[src/rtl/adpcm_tx_framer_if.sv]
// Parallel code-write / frame-strobe side and serial TDM output side of adpcm_tx_framer.
// master = code source and serial sink, slave = the framer.
interface adpcm_tx_framer_if;
    logic [1:0] rate;
    logic       wr_en;
    logic [2:0] wr_addr;
    logic [4:0] wr_data;
    logic       frame_strb;
    logic       ser_data;
    logic       ser_clk;
    logic       ser_fs;
    logic       busy;
    logic       ovr_error;

    modport master (
        output rate, wr_en, wr_addr, wr_data, frame_strb,
        input  ser_data, ser_clk, ser_fs, busy, ovr_error
    );

    modport slave (
        input  rate, wr_en, wr_addr, wr_data, frame_strb,
        output ser_data, ser_clk, ser_fs, busy, ovr_error
    );
endinterface

[src/rtl/adpcm_tx_framer.sv]
// Ping-pong code buffer shifted out as a serial TDM frame; first bit appears the cycle after frame_strb.
// No backpressure: a strobe while busy aborts the frame and sets ovr_error; ADPCM_TX_PARITY_EN adds a parity bit per slot.
module adpcm_tx_framer #(
    parameter int         NUM_CHN   = 8,
    parameter int         CLK_DIV   = 8,
    parameter logic [4:0] IDLE_CODE = 5'h00
) (
    input  logic               clk,
    input  logic               reset,
    adpcm_tx_framer_if.slave   bus
);
    localparam int AW = $clog2(NUM_CHN);
    localparam int DW = $clog2(CLK_DIV);
    localparam logic [0:0]    S_IDLE   = 1'b0;
    localparam logic [0:0]    S_SHIFT  = 1'b1;
    localparam logic [DW-1:0] DIV_LAST = DW'(CLK_DIV - 1);
    localparam logic [DW-1:0] DIV_HALF = DW'(CLK_DIV / 2);
    localparam logic [AW-1:0] LAST_CHN = AW'(NUM_CHN - 1);

    logic [4:0]         r_mem [2][NUM_CHN];
    logic [NUM_CHN-1:0] r_vld [2];
    logic               r_wr_bank;
    logic               r_tx_bank;
    logic [1:0]         r_rate;
    logic [0:0]         r_state;
    logic [DW-1:0]      r_div_cnt;
    logic [2:0]         r_bit_cnt;
    logic [AW-1:0]      r_chn;
    logic               r_ovr;

    logic [AW-1:0] w_addr;
    logic [2:0]    w_nbits;
    logic [2:0]    w_slot_last;
    logic [2:0]    w_bit_idx;
    logic [4:0]    w_code;
    logic          w_busy;
    logic          w_data_bit;

    assign w_addr    = bus.wr_addr[AW-1:0];
    assign w_nbits   = {1'b0, r_rate} + 3'd2;
    assign w_bit_idx = w_nbits - 3'd1 - r_bit_cnt;
    assign w_code    = r_vld[r_tx_bank][r_chn] ? r_mem[r_tx_bank][r_chn] : IDLE_CODE;
    assign w_busy    = (r_state == S_SHIFT);

`ifdef ADPCM_TX_PARITY_EN
    logic [4:0] w_mask;

    always_comb begin
        w_mask = 5'b11111;
        case (r_rate)
            2'b00:   w_mask = 5'b00011;
            2'b01:   w_mask = 5'b00111;
            2'b10:   w_mask = 5'b01111;
            default: w_mask = 5'b11111;
        endcase
    end

    // Extra bit position nbits carries even parity over the transmitted code bits only.
    assign w_slot_last = w_nbits;
    assign w_data_bit  = (r_bit_cnt == w_nbits) ? ^(w_code & w_mask) : w_code[w_bit_idx];
`else
    assign w_slot_last = w_nbits - 3'd1;
    assign w_data_bit  = w_code[w_bit_idx];
`endif

    assign bus.busy      = w_busy;
    assign bus.ser_clk   = w_busy && (r_div_cnt < DIV_HALF);
    assign bus.ser_fs    = w_busy && (r_chn == '0) && (r_bit_cnt == 3'd0);
    assign bus.ser_data  = w_busy && w_data_bit;
    assign bus.ovr_error = r_ovr;

    always_ff @(posedge clk or posedge reset) begin
        if (reset) begin
            for (int b = 0; b < 2; b++) begin
                for (int c = 0; c < NUM_CHN; c++) begin
                    r_mem[b][c] <= IDLE_CODE;
                end
                r_vld[b] <= '0;
            end
            r_wr_bank <= 1'b0;
            r_tx_bank <= 1'b0;
            r_rate    <= 2'b00;
            r_state   <= S_IDLE;
            r_div_cnt <= '0;
            r_bit_cnt <= 3'd0;
            r_chn     <= '0;
            r_ovr     <= 1'b0;
        end else begin
            // A write coinciding with the strobe lands in the bank that is about to transmit.
            if (bus.wr_en) begin
                r_mem[r_wr_bank][w_addr] <= bus.wr_data;
                r_vld[r_wr_bank][w_addr] <= 1'b1;
            end
            if (bus.frame_strb) begin
                r_vld[~r_wr_bank] <= '0;
                r_tx_bank <= r_wr_bank;
                r_wr_bank <= ~r_wr_bank;
                r_rate    <= bus.rate;
                r_state   <= S_SHIFT;
                r_div_cnt <= '0;
                r_bit_cnt <= 3'd0;
                r_chn     <= '0;
                if (w_busy) r_ovr <= 1'b1;
            end else if (w_busy) begin
                if (r_div_cnt != DIV_LAST) begin
                    r_div_cnt <= r_div_cnt + 1'b1;
                end else begin
                    r_div_cnt <= '0;
                    if (r_bit_cnt != w_slot_last) begin
                        r_bit_cnt <= r_bit_cnt + 3'd1;
                    end else begin
                        r_bit_cnt <= 3'd0;
                        if (r_chn != LAST_CHN) begin
                            r_chn <= r_chn + 1'b1;
                        end else begin
                            r_chn   <= '0;
                            r_state <= S_IDLE;
                        end
                    end
                end
            end
        end
    end
endmodule

[src/flat_wrapper.sv]
// flat-port wrapper written by rule: the top's interface ports become plain ports
module adpcm_tx_framer_flat 
#(
    parameter int         NUM_CHN   = 8,
    parameter int         CLK_DIV   = 8,
    parameter logic [4:0] IDLE_CODE = 5'h00
)
  (clk, reset, bus_rate, bus_wr_en, bus_wr_addr, bus_wr_data, bus_frame_strb, bus_ser_data, bus_ser_clk, bus_ser_fs, bus_busy, bus_ovr_error);
  adpcm_tx_framer_if bus_i ();
  input  logic clk;
  input  logic reset;
  input wire logic [$bits(bus_i.rate)-1:0] bus_rate;
  input wire logic [$bits(bus_i.wr_en)-1:0] bus_wr_en;
  input wire logic [$bits(bus_i.wr_addr)-1:0] bus_wr_addr;
  input wire logic [$bits(bus_i.wr_data)-1:0] bus_wr_data;
  input wire logic [$bits(bus_i.frame_strb)-1:0] bus_frame_strb;
  output wire logic [$bits(bus_i.ser_data)-1:0] bus_ser_data;
  output wire logic [$bits(bus_i.ser_clk)-1:0] bus_ser_clk;
  output wire logic [$bits(bus_i.ser_fs)-1:0] bus_ser_fs;
  output wire logic [$bits(bus_i.busy)-1:0] bus_busy;
  output wire logic [$bits(bus_i.ovr_error)-1:0] bus_ovr_error;
  assign bus_i.rate = bus_rate;
  assign bus_i.wr_en = bus_wr_en;
  assign bus_i.wr_addr = bus_wr_addr;
  assign bus_i.wr_data = bus_wr_data;
  assign bus_i.frame_strb = bus_frame_strb;
  assign bus_ser_data = bus_i.ser_data;
  assign bus_ser_clk = bus_i.ser_clk;
  assign bus_ser_fs = bus_i.ser_fs;
  assign bus_busy = bus_i.busy;
  assign bus_ovr_error = bus_i.ovr_error;
  adpcm_tx_framer #(.NUM_CHN(NUM_CHN), .CLK_DIV(CLK_DIV), .IDLE_CODE(IDLE_CODE)) u_core (.clk(clk), .reset(reset), .bus(bus_i));
endmodule
[config.mk]
export PLATFORM = sky130hd
export DESIGN_NAME = adpcm_tx_framer_flat
export DESIGN_NICKNAME = d
export VERILOG_FILES = /design/src/rtl/adpcm_tx_framer_if.sv /design/src/rtl/adpcm_tx_framer.sv /design/src/flat_wrapper.sv
export SDC_FILE = /design/constraint.sdc
export NUM_CORES = 1
export LEC_CHECK = 0
export ABC_CLOCK_PERIOD_IN_PS = 4600
export BUFFER_PORTS_ARGS = -buffer_cell sky130_fd_sc_hd__buf_2
export CORE_ASPECT_RATIO = 1.4
export CORE_MARGIN = 2
export CORE_UTILIZATION = 57
export CTS_BUF_LIST = sky130_fd_sc_hd__clkbuf_8 sky130_fd_sc_hd__clkbuf_16
export DETAILED_ROUTE_END_ITERATION = 10
export PLACE_DENSITY = 0.78
export REMOVE_ABC_BUFFERS = 1
export SLEW_MARGIN = 20
export SYNTH_ARGS = -nofsm -noshare
export SYNTH_HDL_FRONTEND = slang
export SYNTH_SLANG_ARGS = --single-unit
[constraint.sdc]
create_clock -name clk -period 4.6 [get_ports clk]
set_clock_uncertainty 0.15 [all_clocks]
set_input_delay 0.92 -clock clk [delete_from_list [all_inputs] [get_ports clk]]
set_output_delay 0.92 -clock clk [all_outputs]
set_load 0.05 [all_outputs]
==> results.md, run 1 <==
* Hold path endpoint: u_core.bus.ovr_error
* Clock root cell: clkbuf_16
* Area contributors post-synth: dfrtp_1 52%, mux2_2 20%, mux4_2 3.8%
* Register area at 2778 µm²
* MaxCap Viol Count at 0
* Setup TNS Final at 0 ns
* CP Buf/Inv Count at 2
* Die area at 10180 µm²
* Largest net degree at the start of global routing at 75
* Final wirelength at 11350 µm
* Max FO, Critical Path at 11
* Num CTS Buffers at 9
* Synth Register Bits at 111
* DRT iter0 DRCs at 185
* Total global-route track usage at 0.2431
* Initial Util at 0.5885
* Crit path max-delay family: multiplexers
* Post-synth EDFFs at 0
* Crit-path max cell delay at 0.64 ns
* GRT overflow at 0
* Share of cells above drive strength 1 at 0.3549
* M2 GR Usage at 0.4160
* Final slew viol count at 0
* Leakage at 0.002489 µW
* Drt first pass iters at 8
* Port bufs at 18
* Die Height at 118.6 µm
* Clk pin slew, worst setup/hold paths at 0.07 ns
* Worst hold path class: flop to flop
* # IOs at 19
* Status: finished, violations left
* Final nets at 438
* Post-route DRC violation count at 2
* Highest clock rate at 0.2438 GHz
* GP Congestion at 0.8686
* Antenna violations before repair at 0
* CTS Hold Bufs at 0
* CTS tree: done
* Post-route ant nets at 0
* Clk pwr share at 0.226
* Register area share after synthesis at 0.5198
* Slowest stage cell on the critical path: dfrtp_1
* Power per cell area at 544.5 nW/µm²
* Syn Area/Cell at 13.29 µm²
* Grt peak-use layer: met2
* Vias at 3249
* Clk buf depth at 2
* Hold Startpoint: u_core.bus.ovr_error
* Vias in the first global route at 3572
* RSZ-0062 raised after global routing: no
* Synth Instances at 402
* Antenna Cells at 0
* Failing checks: design-rule violations
* Synth Flop Type: dfrtp_1
* Worst path arrival time at 3.03 ns
* Final hold violation count at 0
* RR Endpoint: u_core.r_bit_cnt[2]
* Min Tclk post-route at 4.101 ns
* P_sw at 892.2 µW
* Core Area at 9080 µm²
* Avg Vias per Cell at 6.200
* Top-count cell post-synth: dfrtp_1
* Setup-failing EPs final at 0
* H-tree Lvls at 3
* Met1 GRT Util at 0.3104
* Post-synth cell types at 46
* Worst reg2reg path depth at 5
* Post-CTS setup buffer count at 0
* Area growth, synth to finish at 8.101%
* Fin crit share at 0.8916
* Worst-Margin Slew at 0.9186 ns
* Worst Path Class, Setup: flop to output port
* HPWL after detailed placement at 7841 µm
* CTS Sinks at 111
* Rows at 41
* Asr flop ratio synth at 1.000
* Post-synth top area share at 0.5198
* Area of the multi-input gates at 2412 µm²
* Fillers at 675
* First-pass GRT wire length at 18760 µm
* Worst Hold Depth at 1
* WL per Instance at 21.65 µm
* Reg2reg setup slack at 2.33 ns
* Combinational fraction of design power at 0.262
* Synth Warn # at 0
* Crit. End Element: output port
* Post-cts sizing count at 0
* Relative slew margins at 0.3876
* CP Launch Type: flop
* Switching Share at 0.2837
* Core Util, Final at 0.6362
* DIE WIDTH at 85.83 µm
* Sequential Power Share at 0.512
* Peak VDD IR at 0.0002055 V
* Global Route met3 Usage at 0.03701
* Worst-path cell chain: buf_4, mux4_1, mux4_2, and3_4, a311oi_2, a311oi_1, buf_2
* Clk_lat worst skew at 0.34 ns
* Top cells by count, synth: 111 x dfrtp_1, 96 x mux2_2, 23 x nor2_1
* Post-synthesis cell area at 5344 µm²
* Worst r2r src: u_core.r_rate[0]
* Critical Path RT at 3.53 ns
* Cell type with the highest aggregate area in the netlist: dfrtp_1
* Int Pwr at 2253 µW
-- worst reg2reg max path, delay by kind of cell (launching register included) --
| kind | cells | cell delay [ns] |
|---|---|---|
| and+or+nand+nor | 2 | 0.85 |
| adders and majority gates | 2 | 0.65 |
| DFF | 1 | 0.40 |
| AOI/OAI and AO/OA | 1 | 0.14 |
-- stage by stage --
stage / worst slack [ns] / instance area (µm²) / hold WS, ns / cells / total power [µW]
2_1_floorplan: 0.3979 / 5239 / 0.3086 / 378 / 2202
3_3_place_gp: 0.9392 / 5510 / 0.2867 / 509 / 2396
3_5_place_dp: 0.8780 / 5510 / 0.2892 / 509 / 2449
4_1_cts: 0.4998 / 5777 / 0.3047 / 524 / 3159
5_1_grt: 0.3972 / 5777 / 0.3223 / 524 / 3314
6_report: 0.4987 / 5777 / 0.3032 / 524 / 3145
-- power by group through the flow --
| stage | logic (µW) | registers [µW] | clock network, µW |
|---|---|---|---|
| finish | 825 | 1610 | 710 |
| global route | 899 | 1660 | 757 |
| CTS | 834 | 1610 | 720 |
| detailed placement | 829 | 1620 | 0 |
| global placement | 795 | 1600 | 0 |
| floorplan | 674 | 1530 | 0 |
-- cells in the final DEF, fill, tap and decap left out, types with 2 or more instances in the layout --
| cell type | synthesis | layout |
|---|---|---|
| clkinvlp_4 | 0 | 2 |
| buf_2 | 6 | 18 |
| nand2_1 | 12 | 12 |
| nor2_1 | 23 | 23 |
| clkbuf_16 | 0 | 9 |
| a21o_1 | 2 | 2 |
| nor2b_1 | 8 | 8 |
| dfrtp_1 | 111 | 111 |
| mux2i_1 | 3 | 3 |
| o22ai_1 | 5 | 5 |
| mux2_2 | 96 | 96 |
| o21ai_0 | 8 | 8 |
| xor2_1 | 2 | 2 |
| buf_4 | 0 | 6 |
| a21boi_0 | 5 | 5 |
| a2111oi_0 | 3 | 3 |
| or3_1 | 2 | 2 |
| mux4_2 | 9 | 9 |
| a211oi_1 | 3 | 3 |
| nand3b_1 | 3 | 3 |
| inv_1 | 13 | 14 |
| nand2b_1 | 8 | 8 |
| nor4_1 | 5 | 5 |
| mux4_1 | 7 | 7 |
| nand3_1 | 3 | 3 |
| ha_1 | 10 | 10 |
| a21oi_1 | 8 | 8 |
| o21a_1 | 10 | 10 |
| xnor2_1 | 2 | 2 |
-- metal layers --
layer,wire [µm],vias up
li1,-,1485
met1,4673,1678
met2,6060,67
met3,331,19
met4,280,0
met5,0,-
-- kinds of logic (layout without fill, tap and decap cells) --
family / Yosys count / after routing / share of synthesized area
muxes: 115 / 115 / 0.2803
DFF: 111 / 111 / 0.5198
and+or+nand+nor: 73 / 73 / 0.07188
AOI/OAI and AO/OA: 51 / 51 / 0.06556
buffers and inverters: 37 / 52 / 0.02880
adders and majority gates: 11 / 11 / 0.02716
xor gates and xnor gates: 4 / 4 / 0.006557
-- sequential cells by signal (all words and copies together) (netlist names) --
| register | cells |
|---|---|
| u_core.r_tx_bank | 1 |
| u_core.r_div_cnt | 3 |
| u_core.r_vld | 16 |
| u_core.r_rate | 2 |
| u_core.bus.ovr_error | 1 |
| u_core.r_mem | 80 |
| u_core.r_wr_bank | 1 |
| u_core.r_chn | 3 |
| u_core.bus.busy | 1 |
| u_core.r_bit_cnt | 3 |
-- layout make-up --
type / count / share of cell area
multi-input cells: 254 / 0.4176
clock buffers: 10 / 0.04137
inverters: 13 / 0.008880
well taps: 107 / 0.02318
flip-flops and latches: 111 / 0.4808
clock inverters: 5 / 0.004765
repair buffers: 24 / 0.02339
-- worst max path at each step --
stage / startpoint / to / slack, ns / cells after the start
2_1_floorplan: u_core.r_chn[1] / bus_ser_data / 0.40 / 5
3_3_place_gp: u_core.r_chn[1] / bus_ser_data / 0.94 / 7
3_5_place_dp: u_core.r_chn[1] / bus_ser_data / 0.88 / 7
4_1_cts: u_core.r_chn[1] / bus_ser_data / 0.50 / 7
5_1_grt: u_core.r_chn[1] / bus_ser_data / 0.40 / 7
6_report: u_core.r_chn[1] / bus_ser_data / 0.50 / 7
Power figures use the tool's default switching activity.
==> run 2: changes to the inputs <==
CORE_ASPECT_RATIO = 0.6   (was 1.4)
CORE_UTILIZATION = 45   (was 57)
PLACE_DENSITY = 0.65   (was 0.78)
==> results.md, run 2 (synthesized netlist as in run 1, its figures left out) <==
* Commonest cells after routing, fill and taps aside: 111 x dfrtp_1, 96 x mux2_2, 23 x nor2_1
* Die area at 12790 µm²
* Hold WS at 0.3444 ns
* Worst r2r src: u_core.r_rate[0]
* Peak VDD IR at 0.0002862 V
* Antenna Cells at 0
* Flip-flop count of the largest register after layout at 80
* # IOs at 19
* Worst reg2reg path depth at 5
* Top reg by flops: u_core.r_mem
* Dpl ws at 0.7756 ns
* RSZ-0062 raised after global routing: no
* GRT overflow at 0
* Relative slew margins at 0.3976
* Post-route ant nets at 0
* WL per Instance at 21.52 µm
* Worst Path Class, Setup: flop to output port
* Worst-Margin Slew at 0.9002 ns
* Critical Path RT at 3.53 ns
* Commonest non-fill, non-tap cell in the layout: dfrtp_1
* Hold path endpoint: u_core.r_vld[2]
* Clk buf depth at 2
* Rows at 30
* Clock root cell: clkbuf_16
* Clk_lat worst skew at 0.36 ns
* Tot Pwr at 3279 µW
* Share of cells above drive strength 1 at 0.3643
* Initial Util at 0.4668
* Worst hold path class: flop to flop
* Post-route DRC violation count at 0
* Clk pin slew, worst setup/hold paths at 0.07 ns
* Reg2reg setup slack at 2.33 ns
* Max FO, Critical Path at 16
* Status: finished, final reports clean
* CTS Sinks at 111
* Largest net degree at the start of global routing at 64
* Crit-path max cell delay at 0.84 ns
* Core Area at 11450 µm²
* Port bufs at 18
* Final slew viol count at 0
* MaxCap Viol Count at 0
* Core Util, Final at 0.5157
* Fin crit share at 0.9173
* Post-CTS setup buffer count at 0
* CTS Hold Bufs at 0
* DRT iter0 DRCs at 206
* Final wirelength at 12480 µm
* GP Congestion at 0.8850
* Worst Hold Depth at 1
* CP Launch Type: flop
* H-tree Lvls at 3
* Crit. End Element: output port
* Area growth, synth to finish at 10.49%
* Post-cts sizing count at 0
* Regs by FF count: u_core.r_mem x80, u_core.r_vld x16
* RR Endpoint: u_core.r_bit_cnt[2]
* Setup-failing EPs final at 0
* HPWL after detailed placement at 8671 µm
* Highest clock rate at 0.2370 GHz
* Final nets at 440
* Power per cell area at 555.3 nW/µm²
* CTS tree: done
* Total global-route track usage at 0.2109
* Leakage at 0.002520 µW
* Worst path arrival time at 3.15 ns
* Drt first pass iters at 4
* Worst-path cell chain: mux4_1, mux4_2, and3_4, a311oi_2, a311oi_1, buf_2
* Slowest stage cell on the critical path: dfrtp_1
* Vias in the first global route at 3232
* Min Tclk post-route at 4.220 ns
* PnR worst setup slack at 0.3804 ns
* First-pass GRT wire length at 19210 µm
* Antenna violations before repair at 0
* Avg Vias per Cell at 5.700
* Die Height at 88.41 µm
* Final hold violation count at 0
* Vias at 3306
* Hold Startpoint: u_core.r_vld[2]
* DIE WIDTH at 144.7 µm
* Num CTS Buffers at 9
* Setup TNS Final at 0 ns
[run 2: changes by cell type in the layout (fill, tap and decap cells not counted), sizes merged]
| cell | previous run | this run |
|---|---|---|
| bufinv | 0 | 1 |
| buf | 24 | 26 |
| clkinvlp | 2 | 0 |
| inv | 15 | 17 |
[run 2: layout make-up]
type | instances | area, µm²
Tap cell | 160 | 200.2
Clock inverter | 6 | 73.82
Clock buffer | 10 | 239.0
Timing Repair Buffer | 26 | 150.1
Multi-Input combinational cell | 254 | 2412
Inverter | 13 | 51.30
Sequential cell | 111 | 2778
Fill cell | 976 | 5544
[run 2: routing by layer]
metal  global-route usage  vias up  share of wire
met2               0.2925       73           0.43
met1               0.3236     1729           0.49
met3              0.05736       17          0.072
li1                     -     1487              -
met4              0.06178        0          0.017
met5                    0        -              0
[run 2: worst max-delay path: cells and delay by family (launching register included)]
family / cells / cell delay [ns]
buf+inv: 1 / 0.26
simple gates: 1 / 0.19
compound gates: 2 / 0.35
mux: 2 / 1.15
flops: 1 / 0.84
[run 2: report_power, final]
| part | switching, µW | internal, µW |
|---|---|---|
| Clock | 376 | 446 |
| Combinational | 340 | 516 |
| Sequential | 229 | 1370 |
| Total | 946 | 2330 |
[run 2: how the worst max path moves through the flow]
| stage | endpoint | slack, ns | start |
|---|---|---|---|
| after floorplan | bus_ser_data | 0.40 | u_core.r_chn[1] |
| after global placement | bus_ser_data | 0.87 | u_core.r_chn[1] |
| after detailed placement | bus_ser_data | 0.78 | u_core.r_chn[1] |
| after CTS | bus_ser_data | 0.39 | u_core.r_chn[1] |
| after global routing | bus_ser_data | 0.30 | u_core.r_chn[1] |
| final | bus_ser_data | 0.38 | u_core.r_chn[1] |
[run 2: through the flow]
step / std cells / instance area (µm²)
4_1_cts: 580 / 5904
3_3_place_gp: 564 / 5592
2_1_floorplan: 378 / 5239
3_5_place_dp: 564 / 5592
6_report: 580 / 5904
5_1_grt: 580 / 5904
==> run 3: changes to the inputs <==
BUFFER_PORTS_ARGS = not set   (was -buffer_cell sky130_fd_sc_hd__buf_2)
DONT_BUFFER_PORTS = 1   (was not set)
PLACE_DENSITY = 0.64   (was 0.65)
==> results.md, run 3 (synthesized netlist as in run 1, its figures left out) <==
* Status: finished, final reports clean
* P_sw at 938.3 µW
* CTS Hold Bufs at 0
* Sequential Power Share at 0.486
* HPWL after detailed placement at 8515 µm
* First-pass GRT wire length at 19330 µm
* Core Util, Final at 0.5101
* Top reg by flops: u_core.r_mem
* Hold path endpoint: u_core.r_vld[2]
* Peak VDD IR at 0.0002539 V
* Die Height at 88.41 µm
* Worst Path Class, Setup: flop to output port
* Worst-Margin Slew at 0.9267 ns
* DRT iter0 DRCs at 176
* Highest clock rate at 0.2439 GHz
* Min Tclk post-route at 4.100 ns
* Commonest non-fill, non-tap cell in the layout: dfrtp_1
* Clock root cell: clkbuf_16
* Worst-path cell chain: buf_4, mux4_2, o22ai_1, nor4_1, o41ai_1, a311oi_2, buf_4
* CP Launch Type: flop
* Reg2reg setup slack at 2.27 ns
* Crit. End Element: output port
* DIE WIDTH at 144.7 µm
* H-tree Lvls at 3
* RSZ-0062 raised after global routing: no
* Post-cts sizing count at 0
* Largest net degree at the start of global routing at 76
* Avg Vias per Cell at 5.769
* Relative slew margins at 0.3809
* Die area at 12790 µm²
* Rows at 30
* Fin crit share at 0.8912
* Post-CTS setup buffer count at 0
* Vias in the first global route at 3237
* Clk buf depth at 2
* Clk pin slew, worst setup/hold paths at 0.07 ns
* Worst Hold Depth at 1
* Max FO, Critical Path at 27
* Slowest stage cell on the critical path: dfrtp_1
* Worst r2r src: u_core.bus.busy
* Total global-route track usage at 0.2082
* Area growth, synth to finish at 9.272%
* Vias at 3225
* Final wirelength at 11960 µm
* CTS Sinks at 111
* Switching Share at 0.2788
* Worst reg2reg path depth at 3
* Hold Startpoint: u_core.r_vld[2]
* Final nets at 419
* CP most frequent cell: buf_4
* RR Endpoint: u_core.r_bit_cnt[2]
* Regs by FF count: u_core.r_mem x80, u_core.r_vld x16
* GRT overflow at 0
* Drt first pass iters at 5
* Worst hold path class: flop to flop
* Num CTS Buffers at 9
* Clk_lat worst skew at 0.35 ns
* Crit-path max cell delay at 0.75 ns
* Critical Path RT at 3.53 ns
* Post-route ant nets at 0
* Leakage at 0.002455 µW
* # IOs at 19
* Port bufs at 0
* Final slew viol count at 0
* Setup-failing EPs final at 0
* Flip-flop count of the largest register after layout at 80
* Antenna violations before repair at 0
* Final hold violation count at 0
* Combinational fraction of design power at 0.242
* Clk pwr share at 0.272
* Worst path arrival time at 3.03 ns
* MaxCap Viol Count at 0
* Initial Util at 0.4668
* WL per Instance at 21.39 µm
* Int Pwr at 2427 µW
* Commonest cells after routing, fill and taps aside: 111 x dfrtp_1, 96 x mux2_2, 23 x nor2_1
* Setup TNS Final at 0 ns
* Share of cells above drive strength 1 at 0.3333
* Core Area at 11450 µm²
* CTS tree: done
* GP Congestion at 0.8373
* Post-route DRC violation count at 0
* Power per cell area at 576.4 nW/µm²
* Antenna Cells at 0
[run 3: cell types whose count changed in the layout (fill, tap and decap cells not counted)]
cell,change
buf_2,-18
buf_4,-3
inv_6,-3
bufinv_16,+2
a311oi_1,-1
a311oi_2,+1
clkinvlp_4,+1
[run 3: critical path, delay by kind of cell, from the launching register on]
kind	cells	cell delay (ns)
AO/OA/AOI/OAI	3	0.83
multiplexers	1	0.35
AND/OR/NAND/NOR	1	0.10
flip-flops	1	0.75
buffers and inverters	2	0.65
[run 3: cell type report]
cell class,count,area (µm²)
Inverter,13,51.30
Tap cell,160,200.2
Clock buffer,10,239.0
Sequential cell,111,2778
Clock inverter,6,115.1
Multi-Input combinational cell,254,2419
Fill cell,1002,5609
Timing Repair Buffer,5,37.54
[run 3: through the flow]
step	hold slack (ns)	instance area (µm²)	power, µW	setup slack [ns]	instances
6_report	0.3402	5839	3366	0.5003	559
5_1_grt	0.3702	5839	3547	0.3173	559
4_1_cts	0.3441	5839	3379	0.4897	559
3_5_place_dp	0.3276	5485	2459	0.8719	543
3_3_place_gp	0.3184	5485	2421	0.9250	543
2_1_floorplan	0.3086	5239	2202	0.3979	378
[run 3: layer usage]
metal  track usage  vias to the layer above  share of wire
li1              -                     1447              -
met1        0.3302                     1708           0.53
met2        0.2857                       61           0.42
met3       0.04870                        9          0.040
met4       0.05296                        0         0.0098
met5             0                        -              0
[run 3: worst max path at each step]
stage / slack, ns / from / endpoint / cells past startpoint
finish: 0.50 / u_core.r_chn[1] / bus_ser_data / 7
global route: 0.32 / u_core.r_rate[0] / bus_ser_data / 7
CTS: 0.49 / u_core.r_chn[1] / bus_ser_data / 6
detailed placement: 0.87 / u_core.r_chn[1] / bus_ser_data / 6
global placement: 0.93 / u_core.r_chn[1] / bus_ser_data / 6
floorplan: 0.40 / u_core.r_chn[1] / bus_ser_data / 5
[run 3: power groups by stage]
stage | logic [µW] | registers [µW] | clock network, µW
after global routing | 898 | 1680 | 969
after detailed placement | 817 | 1640 | 0
final | 815 | 1640 | 916
after floorplan | 674 | 1530 | 0
after global placement | 782 | 1640 | 0
after CTS | 821 | 1630 | 931
